### config.mk
export PLATFORM = sky130hd
export DESIGN_NAME = fpu_addsub_sched
export DESIGN_NICKNAME = d
export VERILOG_FILES = /design/src/rtl/fpu_addsub_sched.sv
export SDC_FILE = /design/constraint.sdc
export NUM_CORES = 1
export LEC_CHECK = 0
export ABC_AREA = 1
export BUFFER_PORTS_ARGS = -buffer_cell sky130_fd_sc_hd__buf_4
export CAP_MARGIN = 10
export CELL_PAD_IN_SITES_DETAIL_PLACEMENT = 1
export CELL_PAD_IN_SITES_GLOBAL_PLACEMENT = 1
export CORE_ASPECT_RATIO = 1.1
export CORE_MARGIN = 2
export CORE_UTILIZATION = 31
export DETAILED_ROUTE_END_ITERATION = 16
export PLACE_DENSITY = 0.91
export SYNTH_ARGS = -nofsm -noshare
export SYNTH_HDL_FRONTEND = slang
export SYNTH_SLANG_ARGS = --single-unit
### constraint.sdc
create_clock -name clk -period 2.4 [get_ports clk]
set_input_delay 0.24 -clock clk [delete_from_list [all_inputs] [get_ports clk]]
set_output_delay 0.24 -clock clk [all_outputs]
set_load 0.03 [all_outputs]
### src/rtl/fpu_addsub_sched.sv
// Two-requester scheduler for one shared single-precision adder; subtract is done by flipping B's sign.
// Latency: operands reach the adder one cycle after acceptance; a response follows fpu_rdy by one cycle.
// Backpressure: requests are held off while DEPTH ops are outstanding; responses cannot be stalled.
//
// Ports:
//   clk, rst                    clock, synchronous active-high reset
//   req_valid/req_ready/req_sub per-requester handshake and opcode (0 = A+B, 1 = A-B)
//   req_a0/req_b0/req_a1/req_b1 operands for requester 0 and requester 1
//   rsp_valid/rsp_data          one-cycle result pulse, tagged by requester
//   fpu_din1/fpu_din2/fpu_dval  operand issue to the shared adder
//   fpu_result/fpu_rdy          in-order result return from the adder
//   busy, err                   activity indicator, sticky unexpected-result flag
module fpu_addsub_sched #(
  parameter int DEPTH = 4
) (
  input  logic        clk,
  input  logic        rst,
  input  logic [1:0]  req_valid,
  output logic [1:0]  req_ready,
  input  logic [1:0]  req_sub,
  input  logic [31:0] req_a0,
  input  logic [31:0] req_b0,
  input  logic [31:0] req_a1,
  input  logic [31:0] req_b1,
  output logic [1:0]  rsp_valid,
  output logic [31:0] rsp_data,
  output logic [31:0] fpu_din1,
  output logic [31:0] fpu_din2,
  output logic        fpu_dval,
  input  logic [31:0] fpu_result,
  input  logic        fpu_rdy,
  output logic        busy,
  output logic        err
);

  localparam int PW = $clog2(DEPTH);
  localparam int CW = PW + 1;

  logic [CW-1:0] cnt;
  logic          prio;
  logic [PW-1:0] wr_ptr;
  logic [PW-1:0] rd_ptr;
  logic          tag_q [DEPTH];

  logic          full;
  logic          empty;
  logic [1:0]    gnt;
  logic          push;
  logic          pop;
  logic          grant_id;
  logic [31:0]   sel_a;
  logic [31:0]   sel_b;
  logic          sel_sub;
  logic          head_tag;

  assign full  = (cnt == CW'(DEPTH));
  assign empty = (cnt == '0);

  // Grant uses only the registered count: a pop in this cycle frees no slot
  // until the next one, which keeps fpu_rdy out of the ready path.
  always_comb begin
    req_ready = 2'b00;
    if (!rst && !full) begin
      if (req_valid[prio])
        req_ready[prio] = 1'b1;
      else if (req_valid[~prio])
        req_ready[~prio] = 1'b1;
    end
  end

  assign gnt      = req_valid & req_ready;
  assign push     = |gnt;
  assign grant_id = gnt[1];
  assign pop      = fpu_rdy && !empty;
  assign head_tag = tag_q[rd_ptr];

  assign sel_a   = grant_id ? req_a1 : req_a0;
  assign sel_b   = grant_id ? req_b1 : req_b0;
  assign sel_sub = req_sub[grant_id];

  assign busy = (cnt != '0) || fpu_dval;

  // Tag storage needs no reset: entries are only read between push and pop.
  always_ff @(posedge clk) begin
    if (push)
      tag_q[wr_ptr] <= grant_id;
  end

  always_ff @(posedge clk) begin
    if (rst) begin
      cnt       <= '0;
      prio      <= 1'b0;
      wr_ptr    <= '0;
      rd_ptr    <= '0;
      fpu_dval  <= 1'b0;
      fpu_din1  <= '0;
      fpu_din2  <= '0;
      rsp_valid <= 2'b00;
      rsp_data  <= '0;
      err       <= 1'b0;
    end else begin
      fpu_dval <= push;
      if (push) begin
        fpu_din1 <= sel_a;
        fpu_din2 <= {sel_b[31] ^ sel_sub, sel_b[30:0]};
        wr_ptr   <= wr_ptr + 1'b1;
        prio     <= ~grant_id;
      end

      if (pop)
        rd_ptr <= rd_ptr + 1'b1;

      case ({push, pop})
        2'b10:   cnt <= cnt + 1'b1;
        2'b01:   cnt <= cnt - 1'b1;
        default: cnt <= cnt;
      endcase

      rsp_valid <= {pop & head_tag, pop & ~head_tag};
      if (pop)
        rsp_data <= fpu_result;

      // A result with nothing outstanding is dropped and flagged until reset.
      if (fpu_rdy && empty)
        err <= 1'b1;
    end
  end

endmodule

==> flow_summary_export.csv, run 1 <==
group,metric,value,unit
clocking,hold_buffers,0,
run,maxCapViolCount,0,
worst_setup_path,slowest_delay,0.43,ns
routing,route.detailed.drc,0,
synth,yosysSeqAreaShare,41.96,%
sta,hold_violations,0,
sta,rsz0062_at_grt,"no",
routing,vias_per_cell,4.725,
sta,fin_skew,0.009980,ns
synth,yosysWarnings,0,
worst_hold_path,hold_start,"rst",
global_route,grt_first_pass_wirelength,30790,um
sta,worstMarginPinSlew,0.9023,ns
worst_setup_path,slowest_stage,"buf_6",
clocking,post_cts_buffers,0,
sta,setup_tns,0,ns
sta,fmax,462.4,MHz
sta,final-max-slew-violation-count,0,
floorplanning,dieArea,18940,um2
run_status,status,"finished clean",
synth,synth_ff_type,"dfxtp_1",
floorplanning,start_util,31.42,%
worst_setup_path,cp.required,2.16,ns
floorplanning,rows,51,
synth,synth.avg_cell_area,6.918,um2
clocking,cts-buffers-inserted,17,
worst_setup_path,worst_setup_path_end_kind,"output port",
worst_setup_path,r2r_start,"cnt[0]$_SDFFE_PP0P_",
sta,fin_crit_sh,90.11,%
synth,synthesis.nets,973,
synth,syn_inst,800,
synth,async_reset_ff_share,0,%
layout,drive_above_1_share,30.58,%
floorplanning,boundaryPins,270,
routing,vias,6100,
global_route,grt_use_total,20.44,%
global_route,antenna_found_initial,1,
synth,ys_ff_latch,114,
layout,fin_nets,1213,
sta,maxSlewHeadroom,39.84,%
worst_setup_path,cp_max_fo,66,
clocking,cts_root_buf,"clkbuf_16",
synth,ys_top_cells_by_area,"dfxtp_1 40%, nor2_1 14%, nand2_1 14%, nand3b_1 8.5%, nand3_1 6.1%",
floorplanning,core_area,17610,um2
worst_setup_path,path_cells,"nor2_4, nand2_2, nand3_4, buf_6, inv_1, buf_4",
sta,fin_crit,2.163,ns
clocking,clk_latency,0.42,ns
worst_setup_path,timing.rr.end,"cnt[2]$_SDFFE_PP0P_",
worst_setup_path,cp.arrival,1.92,ns
worst_setup_path,crit_end,"req_ready[0]",
layout,diodes,0,
sta,timing.final.ws_setup,0.2374,ns
routing,ant_nets,0,
placement,hpwl,13080,um
placement,dp.cells,1259,
clocking,tritoncts,"built",
pwr,vdd_drop_max,0.0004963,V
worst_setup_path,r2r_cells,12,
global_route,overflow,0,
worst_setup_path,path_class,"reg -> out",
worst_setup_path,cp-startpoint,"cnt[0]$_SDFFE_PP0P_",
worst_hold_path,hold_path_class,"in -> reg",
global_route,grt_max_degree,87,
pwr,powerDensity,1037,nW/um2
routing,routed_wl,19630,um
sta,setup_violations,0,
global_route,grt_pass1_vias,6183,
pwr,leakage,4.161,nW
placement,gp_congestion,0.7538,
synth,syn_area,5534,um2
layout,stdcell_count,1291,
clocking,clk_pin_slew,0.06,ns
routing,drtIter0Drc,220,
routing,drt-pass1-iter-count,4,
synth,synth.most_common_cell,"nor2_1",
clocking,h-tree-depth,4,
placement,portBuffers,269,
synth,synth_top_area_share,39.79,%
synth,yosysTopAreaCell,"dfxtp_1",
floorplanning,die_w,131.4,um
routing,post_drt_wl_per_cell,15.20,um
worst_setup_path,r2r_setup_slack,0.27,ns
layout,areaGrowthSynthToFinish,48.88,%
clocking,clock-sinks,114,
synth,ys_top_cells_by_count,"204 x nor2_1, 203 x nand2_1, 110 x dfxtp_1",
synth,synth_edf_count,4,
worst_setup_path,start_kind,"flop",
synth,synthDistinctLibCells,25,
floorplanning,die_h,144.1,um
placement,pre_cts_ws,0.2562,ns
clocking,clk_path_buf_depth,2,
-- cell usage in the layout (no fill, tap or decap) --
| master | count |
|---|---|
| buf_4 | 277 |
| nor2_1 | 204 |
| nand2_1 | 203 |
| dfxtp_1 | 110 |
| nand3_1 | 68 |
| nand3b_1 | 63 |
| o21ai_0 | 38 |
| inv_1 | 22 |
| clkbuf_16 | 18 |
| a21oi_1 | 9 |
| ha_1 | 5 |
| edfxtp_1 | 4 |
| inv_2 | 3 |
| clkinv_2 | 3 |
| clkinvlp_4 | 3 |
| bufinv_16 | 3 |
| a21oi_4 | 2 |
| nand2_2 | 2 |
| nand3_4 | 2 |
| xnor2_1 | 2 |
| clkbuf_8 | 2 |
| inv_6 | 2 |
| nor2_4 | 1 |
| or2_2 | 1 |
| nor3_1 | 1 |
| fa_1 | 1 |
| clkinv_4 | 1 |
| clkbuf_1 | 1 |
| buf_6 | 1 |
| buf_12 | 1 |
-- worst min path at each step --
| stage | end | depth (start not counted) |
|---|---|---|
| after detailed placement | rsp_data[3]$_SDFFE_PP0P_ | 2 |
| final | err$_SDFFE_PP0P_ | 2 |
| after CTS | err$_SDFFE_PP0P_ | 2 |
| after global routing | err$_SDFFE_PP0P_ | 2 |
| after global placement | rd_ptr[1]$_SDFFE_PP0P_ | 2 |
| after floorplan | err$_SDFFE_PP0P_ | 1 |
-- area by class of cell --
class,instances,area [um2]
timing repair buffer,279,2111
clock buffer,21,481.7
multi-input combinational,602,2779
fill,2286,9373
clock inverter,11,148.9
inverter,26,98.84
sequential,114,2322
tap,238,297.8
-- logic make-up after synthesis --
group | after synthesis | synth area share (%)
xor gates and xnor gates | 2 | 0.3166
buffers and inverters | 84 | 7.958
and+or+nand+nor | 545 | 43.43
AOI/OAI and AO/OA | 49 | 4.838
DFF | 114 | 41.96
adders and majority gates | 6 | 1.492
-- critical path: cells and delay by family (launching register included) --
kind / cells / cell delay [ns]
flip-flops: 1 / 0.34
buffers and inverters: 3 / 0.72
AND/OR/NAND/NOR: 3 / 0.44
-- sequential cells by signal, summed over array words and instances, names as in the netlist, named ones only --
name / flops
cnt: 3
err: 1
fpu_din1: 32
fpu_din2: 32
fpu_dval: 1
prio: 1
rd_ptr: 2
rsp_data: 32
rsp_valid: 2
tag_q: 4
wr_ptr: 2
-- power by group --
group	internal (mW)	leakage [nW]	switching (mW)	total [mW]
combinational	1.20	2.91	2.05	3.25
sequential	2.35	0.945	0.234	2.59
clock	1.75	0.301	0.954	2.71
-- stage by stage --
| step | power (mW) | cell area, um2 | util [%] | hold slack (ns) |
|---|---|---|---|---|
| 4_1_cts | 8.656 | 8239 | 46.78 | 0.02974 |
| 3_3_place_gp | 5.768 | 7605 | 43.18 | 0.4477 |
| 6_report | 8.545 | 8239 | 46.78 | 0.05214 |
| 2_1_floorplan | 4.671 | 5534 | - | 0.3091 |
| 3_5_place_dp | 5.884 | 7605 | 43.18 | 0.4755 |
| 5_1_grt | 9.032 | 8239 | 46.78 | 0.03765 |
-- layer usage --
layer,GRT usage (%),vias up,routed length [um]
li1,-,3005,-
met1,21.95,2862,7892
met2,37.59,199,9972
met3,6.765,32,1307
met4,7.723,2,437
met5,0,-,16
-- repair_timing --
action,CTS,global route
gates resized for setup,1,0
setup endpoints to repair,1,0
hold endpoints to repair,0,0
(Power assumes the default switching activity.)
==> run 2, diff against run 1 <==
--- a/config.mk
+++ b/config.mk
@@ -7,13 +7,14 @@
 export LEC_CHECK = 0
 export ABC_AREA = 1
 export BUFFER_PORTS_ARGS = -buffer_cell sky130_fd_sc_hd__buf_4
-export CAP_MARGIN = 10
+export CAP_MARGIN = 20
 export CELL_PAD_IN_SITES_DETAIL_PLACEMENT = 1
 export CELL_PAD_IN_SITES_GLOBAL_PLACEMENT = 1
 export CORE_ASPECT_RATIO = 1.1
 export CORE_MARGIN = 2
 export CORE_UTILIZATION = 31
 export DETAILED_ROUTE_END_ITERATION = 16
+export HOLD_SLACK_MARGIN = 0.08
 export PLACE_DENSITY = 0.91
 export SYNTH_ARGS = -nofsm -noshare
 export SYNTH_HDL_FRONTEND = slang
==> constraint.sdc (replaced) <==
create_clock -name clk -period 2 [get_ports clk]
set_input_delay 0.2 -clock clk [delete_from_list [all_inputs] [get_ports clk]]
set_output_delay 0.2 -clock clk [all_outputs]
set_load 0.03 [all_outputs]
==> run 2 against run 1 <==
Against the previous run: clock power is 8.1% higher; critical endpoint is now cnt[2]$_SDFFE_PP0P_; via count is 5.1% higher; die area stayed put; sequential power is 21% higher.
==> flow_summary_export.csv, run 2 (same netlist as run 1, synthesis figures left out) <==
group,metric,value,unit
pwr,seqPwrFrac,30.5,%
worst_setup_path,slowest_delay,0.37,ns
sta,fin_crit_sh,96.81,%
run,maxCapViolCount,0,
sta,final-max-slew-violation-count,0,
floorplanning,dieArea,18940,um2
pwr,p_sw,4.113,mW
worst_hold_path,hold_path_depth,3,
floorplanning,core_area,17610,um2
layout,top_regs,"fpu_din1 (32), fpu_din2 (32), rsp_data (32)",
pwr,p_clk_share,28.4,%
sta,setup_violations,0,
global_route,grt_use_total,22.77,%
worst_setup_path,r2r_start,"cnt[1]$_SDFFE_PP0P_",
worst_setup_path,path_class,"reg -> reg",
layout,areaGrowthSynthToFinish,59.46,%
clocking,h-tree-depth,4,
global_route,grt_max_degree,104,
pwr,power,10.30,mW
sta,maxSlewHeadroom,51.53,%
floorplanning,rows,51,
global_route,overflow,0,
clocking,clk_latency,0.42,ns
clocking,cts_root_buf,"clkbuf_16",
placement,gp_congestion,0.7926,
worst_setup_path,start_kind,"flop",
sta,fin_crit,1.936,ns
run_status,status,"finished clean",
routing,vias_per_cell,4.779,
pwr,leakage,4.424,nW
worst_setup_path,worst_setup_path_end_kind,"flop",
clocking,clk_pin_slew,0.06,ns
pwr,p_comb_share,41.1,%
worst_setup_path,slowest_stage,"fa_2",
layout,drive_above_1_share,30.62,%
floorplanning,start_util,31.42,%
layout,mostFrequentLayoutCell,"buf_4",
global_route,antenna_found_initial,0,
worst_hold_path,hold_start,"fpu_result[15]",
floorplanning,die_w,131.4,um
floorplanning,boundaryPins,270,
routing,ant_nets,0,
clocking,clk_path_buf_depth,2,
placement,placed_area,7645,um2
clocking,clock-sinks,114,
sta,worstMarginPinSlew,0.7270,ns
placement,portBuffers,269,
layout,stdcell_area,8825,um2
worst_setup_path,r2r_cells,12,
pwr,vdd_drop_max,0.0006381,V
routing,vias,6413,
layout,diodes,0,
pwr,powerDensity,1167,nW/um2
clocking,tritoncts,"built",
placement,hpwl,13350,um
layout,most-common-layout-cells,"279 x buf_4, 204 x nor2_1, 203 x nand2_1",
layout,fin_util,50.11,%
sta,fin_skew,0.009913,ns
sta,rsz0062_at_grt,"yes",
floorplanning,die_h,144.1,um
worst_setup_path,cp-startpoint,"cnt[1]$_SDFFE_PP0P_",
worst_setup_path,cp.required,2.29,ns
worst_setup_path,cp_max_fo,3,
global_route,grt_pass1_vias,6563,
routing,post_drt_wl_per_cell,16.88,um
routing,route.detailed.drc,0,
sta,setup_tns,0,ns
routing,routed_wl,22650,um
layout,fin_nets,1264,
sta,hold_violations,0,
pwr,switching_share,39.93,%
routing,drt-pass1-iter-count,5,
worst_setup_path,cp.arrival,2.23,ns
worst_hold_path,hold_path_class,"in -> reg",
worst_setup_path,path_cells,"nor2_4, nand2_4, nand3_4, nand2_4, inv_4, ha_4, inv_4, fa_2, a21oi_2, o21ai_2, o21ai_1, a21oi_1",
pwr,power.internal,6.186,mW
clocking,cts-buffers-inserted,17,
sta,fmax,516.5,MHz
layout,final.fill_count,2209,
routing,drtIter0Drc,265,
global_route,grt_first_pass_wirelength,34160,um
run 2: critical path: cells and delay by family (launching register included):
| family | cells | cell delay [ns] |
|---|---|---|
| fa+ha+maj | 2 | 0.50 |
| simple gates | 4 | 0.43 |
| compound gates | 4 | 0.41 |
| flops | 1 | 0.36 |
| buf+inv | 2 | 0.10 |
run 2: power by group through the flow:
stage | Sequential, mW | Combinational [mW] | Clock, mW
2_1_floorplan | 4.05 | 1.56 | 0
3_5_place_dp | 3.16 | 3.97 | 0
4_1_cts | 3.12 | 4.10 | 3.00
3_3_place_gp | 3.11 | 3.85 | 0
6_report | 3.14 | 4.23 | 2.93
5_1_grt | 3.20 | 4.56 | 3.11
run 2: final timing paths:
check | to | slack [ns]
setup reg to reg | cnt[2]$_SDFFE_PP0P_ | 0.06
hold reg to reg | rd_ptr[1]$_SDFFE_PP0P_ | 0.46
setup / recovery | cnt[2]$_SDFFE_PP0P_ | 0.06
hold / removal | rsp_data[15]$_SDFFE_PP0P_ | 0.08
run 2: area by class of cell:
class / count / area, um2 / share of cell area [%]
clock inverter: 14 / 130.1 / 1.475
inverter: 26 / 103.9 / 1.177
timing repair buffer: 330 / 2715 / 30.77
tap: 238 / 297.8 / 3.374
multi-input combinational: 602 / 2811 / 31.86
sequential: 114 / 2327 / 26.37
clock buffer: 18 / 439.2 / 4.977
run 2: metal layers:
layer	routed length, um	global-route usage [%]	share of wire [%]
met1	8893	24.53	39
met2	11600	41.77	51
met3	1505	7.045	6.6
met4	648	9.439	2.9
met5	0	0	0
run 2: through the flow:
| stage | std cells | hold slack, ns | setup slack, ns |
|---|---|---|---|
| after floorplan | 800 | 0.2691 | 0.01840 |
| after global placement | 1260 | 0.4460 | 0.1256 |
| after detailed placement | 1260 | 0.4576 | 0.06709 |
| after CTS | 1336 | 0.08022 | 0.001594 |
| after global routing | 1342 | 0.08027 | -0.06037 |
| final | 1342 | 0.08373 | 0.06375 |
run 2: repair_timing:
action                     CTS  global route
setup buffers                0             5
pin swaps                    1             8
hold endpoints to repair    43             0
setup endpoints to repair    2             3
hold buffers                43             0
resized for setup            4            13
gates cloned                 1             2
==> run 3, diff against run 2 <==
==> constraint.sdc (replaced) <==
create_clock -name clk -period 1.9 [get_ports clk]
set_input_delay 0.19 -clock clk [delete_from_list [all_inputs] [get_ports clk]]
set_output_delay 0.19 -clock clk [all_outputs]
set_load 0.03 [all_outputs]
==> run 3 against run 2 <==
Against the previous run: the flow now finishes with violations (setup timing); setup slack got worse by 0.064 ns; sequential share of layout area decreased by 0.56 points; cell count increased by 1.0%; clock-buffer cell count increased by 1; utilization increased by 1.2 points; die area unchanged; sequential power increased by 5%; critical path depth unchanged; clock skew decreased by 0.0043 ns; fmax increased by 1.9%; register-to-register slack got worse by 0.06 ns; via count increased by 1.4%; critical path type unchanged; critical endpoint unchanged; largest cell class unchanged; largest power group unchanged.
==> flow_summary_export.csv, run 3 (same netlist as run 1, synthesis figures left out) <==
group,metric,value,unit
floorplanning,boundaryPins,270,
worst_setup_path,path_buf_inv,2,
pwr,powerDensity,1260,nW/um2
sta,rsz0062_at_grt,"yes",
layout,drive_above_1_share,30.86,%
routing,route.detailed.drc,0,
layout,fin_nets,1278,
sta,final-max-slew-violation-count,0,
layout,top_regs,"fpu_din1 (32), fpu_din2 (32), rsp_data (32)",
pwr,leakage,4.499,nW
run_status,status,"finished, violations left",
routing,drt-pass1-iter-count,6,
routing,vias_per_cell,4.794,
sta,fin_skew,0.005627,ns
worst_setup_path,start_kind,"flop",
global_route,grt_first_pass_wirelength,34670,um
worst_setup_path,slowest_delay,0.36,ns
run,maxCapViolCount,0,
global_route,antenna_found_initial,0,
floorplanning,die_h,144.1,um
layout,stdcell_count,1356,
worst_setup_path,cp.arrival,2.19,ns
run_status,failed_checks,"setup timing",
placement,hpwl,13050,um
worst_setup_path,path_cells,"nor2_4, nand2_4, nand3_4, nand2_4, inv_4, ha_4, inv_4, fa_2, a21oi_2, o21ai_2, o21ai_1, a21oi_1",
clocking,cts-buffers-inserted,17,
clocking,clk_path_buf_depth,2,
worst_setup_path,cp_num_cells,12,
layout,areaGrowthSynthToFinish,63.21,%
worst_setup_path,cp.required,2.19,ns
clocking,clock-sinks,114,
sta,timing.final.ws_setup,-0.0002824,ns
sta,hold_violations,0,
placement,pre_cts_ws,-0.08922,ns
global_route,grt_pass1_vias,6786,
clocking,tritoncts,"built",
layout,most-common-layout-cells,"280 x buf_4, 203 x nor2_1, 201 x nand2_1",
placement,gp_congestion,0.7444,
global_route,grt_use_total,22.84,%
global_route,overflow,0,
global_route,grt_max_degree,70,
sta,maxSlewHeadroom,51.18,%
sta,setup_tns,-0.0002824,ns
routing,drtIter0Drc,264,
clocking,clk_pin_slew,0.06,ns
floorplanning,die_w,131.4,um
sta,worstMarginPinSlew,0.7324,ns
layout,diodes,0,
routing,ant_nets,0,
worst_setup_path,worst_setup_path_end_kind,"flop",
worst_setup_path,path_delay_family,"adder cells",
worst_setup_path,path_class,"reg -> reg",
worst_hold_path,hold_path_depth,5,
floorplanning,core_area,17610,um2
placement,dp.cells,1260,
layout,mostFrequentLayoutCell,"buf_4",
clocking,cts_root_buf,"clkbuf_16",
placement,portBuffers,269,
routing,vias,6501,
sta,fmax,526.2,MHz
worst_setup_path,cp_max_fo,3,
routing,routed_wl,22230,um
routing,post_drt_wl_per_cell,16.39,um
worst_setup_path,r2r_cells,12,
pwr,power,11.38,mW
pwr,vdd_drop_max,0.0006307,V
floorplanning,rows,51,
worst_hold_path,hold_path_class,"in -> reg",
sta,fin_crit,1.900,ns
floorplanning,dieArea,18940,um2
sta,fin_crit_sh,100.0,%
floorplanning,start_util,31.42,%
clocking,h-tree-depth,4,
clocking,clk_latency,0.41,ns
sta,setup_violations,1,
worst_setup_path,slowest_stage,"fa_2",
-- run 3: cell count changes in the layout (fill, tap and decap cells not counted), moves of 2 or more --
cell,change
a21oi_1,-2
a21oi_2,+2
buf_6,+2
bufinv_16,+4
clkbuf_16,-2
clkinv_4,-4
dlygate4sd3_1,+14
inv_6,-2
nand2_1,-2
nand2_2,+2
-- run 3: path summary, 6_finish.rpt --
path | startpoint | to | slack, ns
max | cnt[0]$_SDFFE_PP0P_ | cnt[2]$_SDFFE_PP0P_ | -0.0003
min | req_b0[2] | fpu_din2[2]$_SDFFE_PP0P_ | 0.09
max reg2reg | cnt[0]$_SDFFE_PP0P_ | cnt[2]$_SDFFE_PP0P_ | -0.0003
min reg2reg | err$_SDFFE_PP0P_ | err$_SDFFE_PP0P_ | 0.46
-- run 3: metal layers --
layer	track usage [%]	vias to the layer above	wire length (um)
met1	25.10	3121	8973
met4	7.895	0	477
met3	6.765	36	1303
li1	-	3139	-
met2	42.27	205	11470
met5	0	-	0
-- run 3: stage by stage --
stage                     util [%]  hold WS, ns  instance area [um2]
after floorplan                  -       0.2550                 5570
after global placement       43.58       0.4397                 7675
after detailed placement     43.58       0.4512                 7675
after CTS                    50.99      0.08071                 8980
after global routing         51.29       0.1073                 9032
final                        51.29      0.09287                 9032
-- run 3: area by class of cell --
type | count | area, um2
Multi-Input combinational cell | 602 | 2826
Sequential cell | 114 | 2331
Fill cell | 2186 | 8579
Tap cell | 238 | 297.8
Clock inverter | 13 | 205.2
Inverter | 26 | 103.9
Clock buffer | 19 | 452.9
Timing Repair Buffer | 344 | 2815
-- run 3: tightest hold or removal path, cell delays in order --
cell	delay, ns
buf_4	0.08
nand2_1	0.04
nand2_1	0.05
nor2_1	0.04
nor2_1	0.06
-- run 3: what timing repair did --
| action | CTS | global route |
|---|---|---|
| setup endpoints to repair | 4 | 4 |
| hold buffers | 57 | 0 |
| gates cloned | 1 | 0 |
| buffers inserted | 3 | 3 |
| gates resized for setup | 5 | 11 |
| endpoints found under the hold margin | 57 | 0 |
| pin swaps | 2 | 2 |
-- run 3: power breakdown --
part / internal, mW / switching (mW) / leakage [nW] / total [mW]
clock network: 2.40 / 1.17 / 0.316 / 3.57
logic: 1.74 / 2.75 / 3.24 / 4.50
registers: 2.98 / 0.333 / 0.947 / 3.31
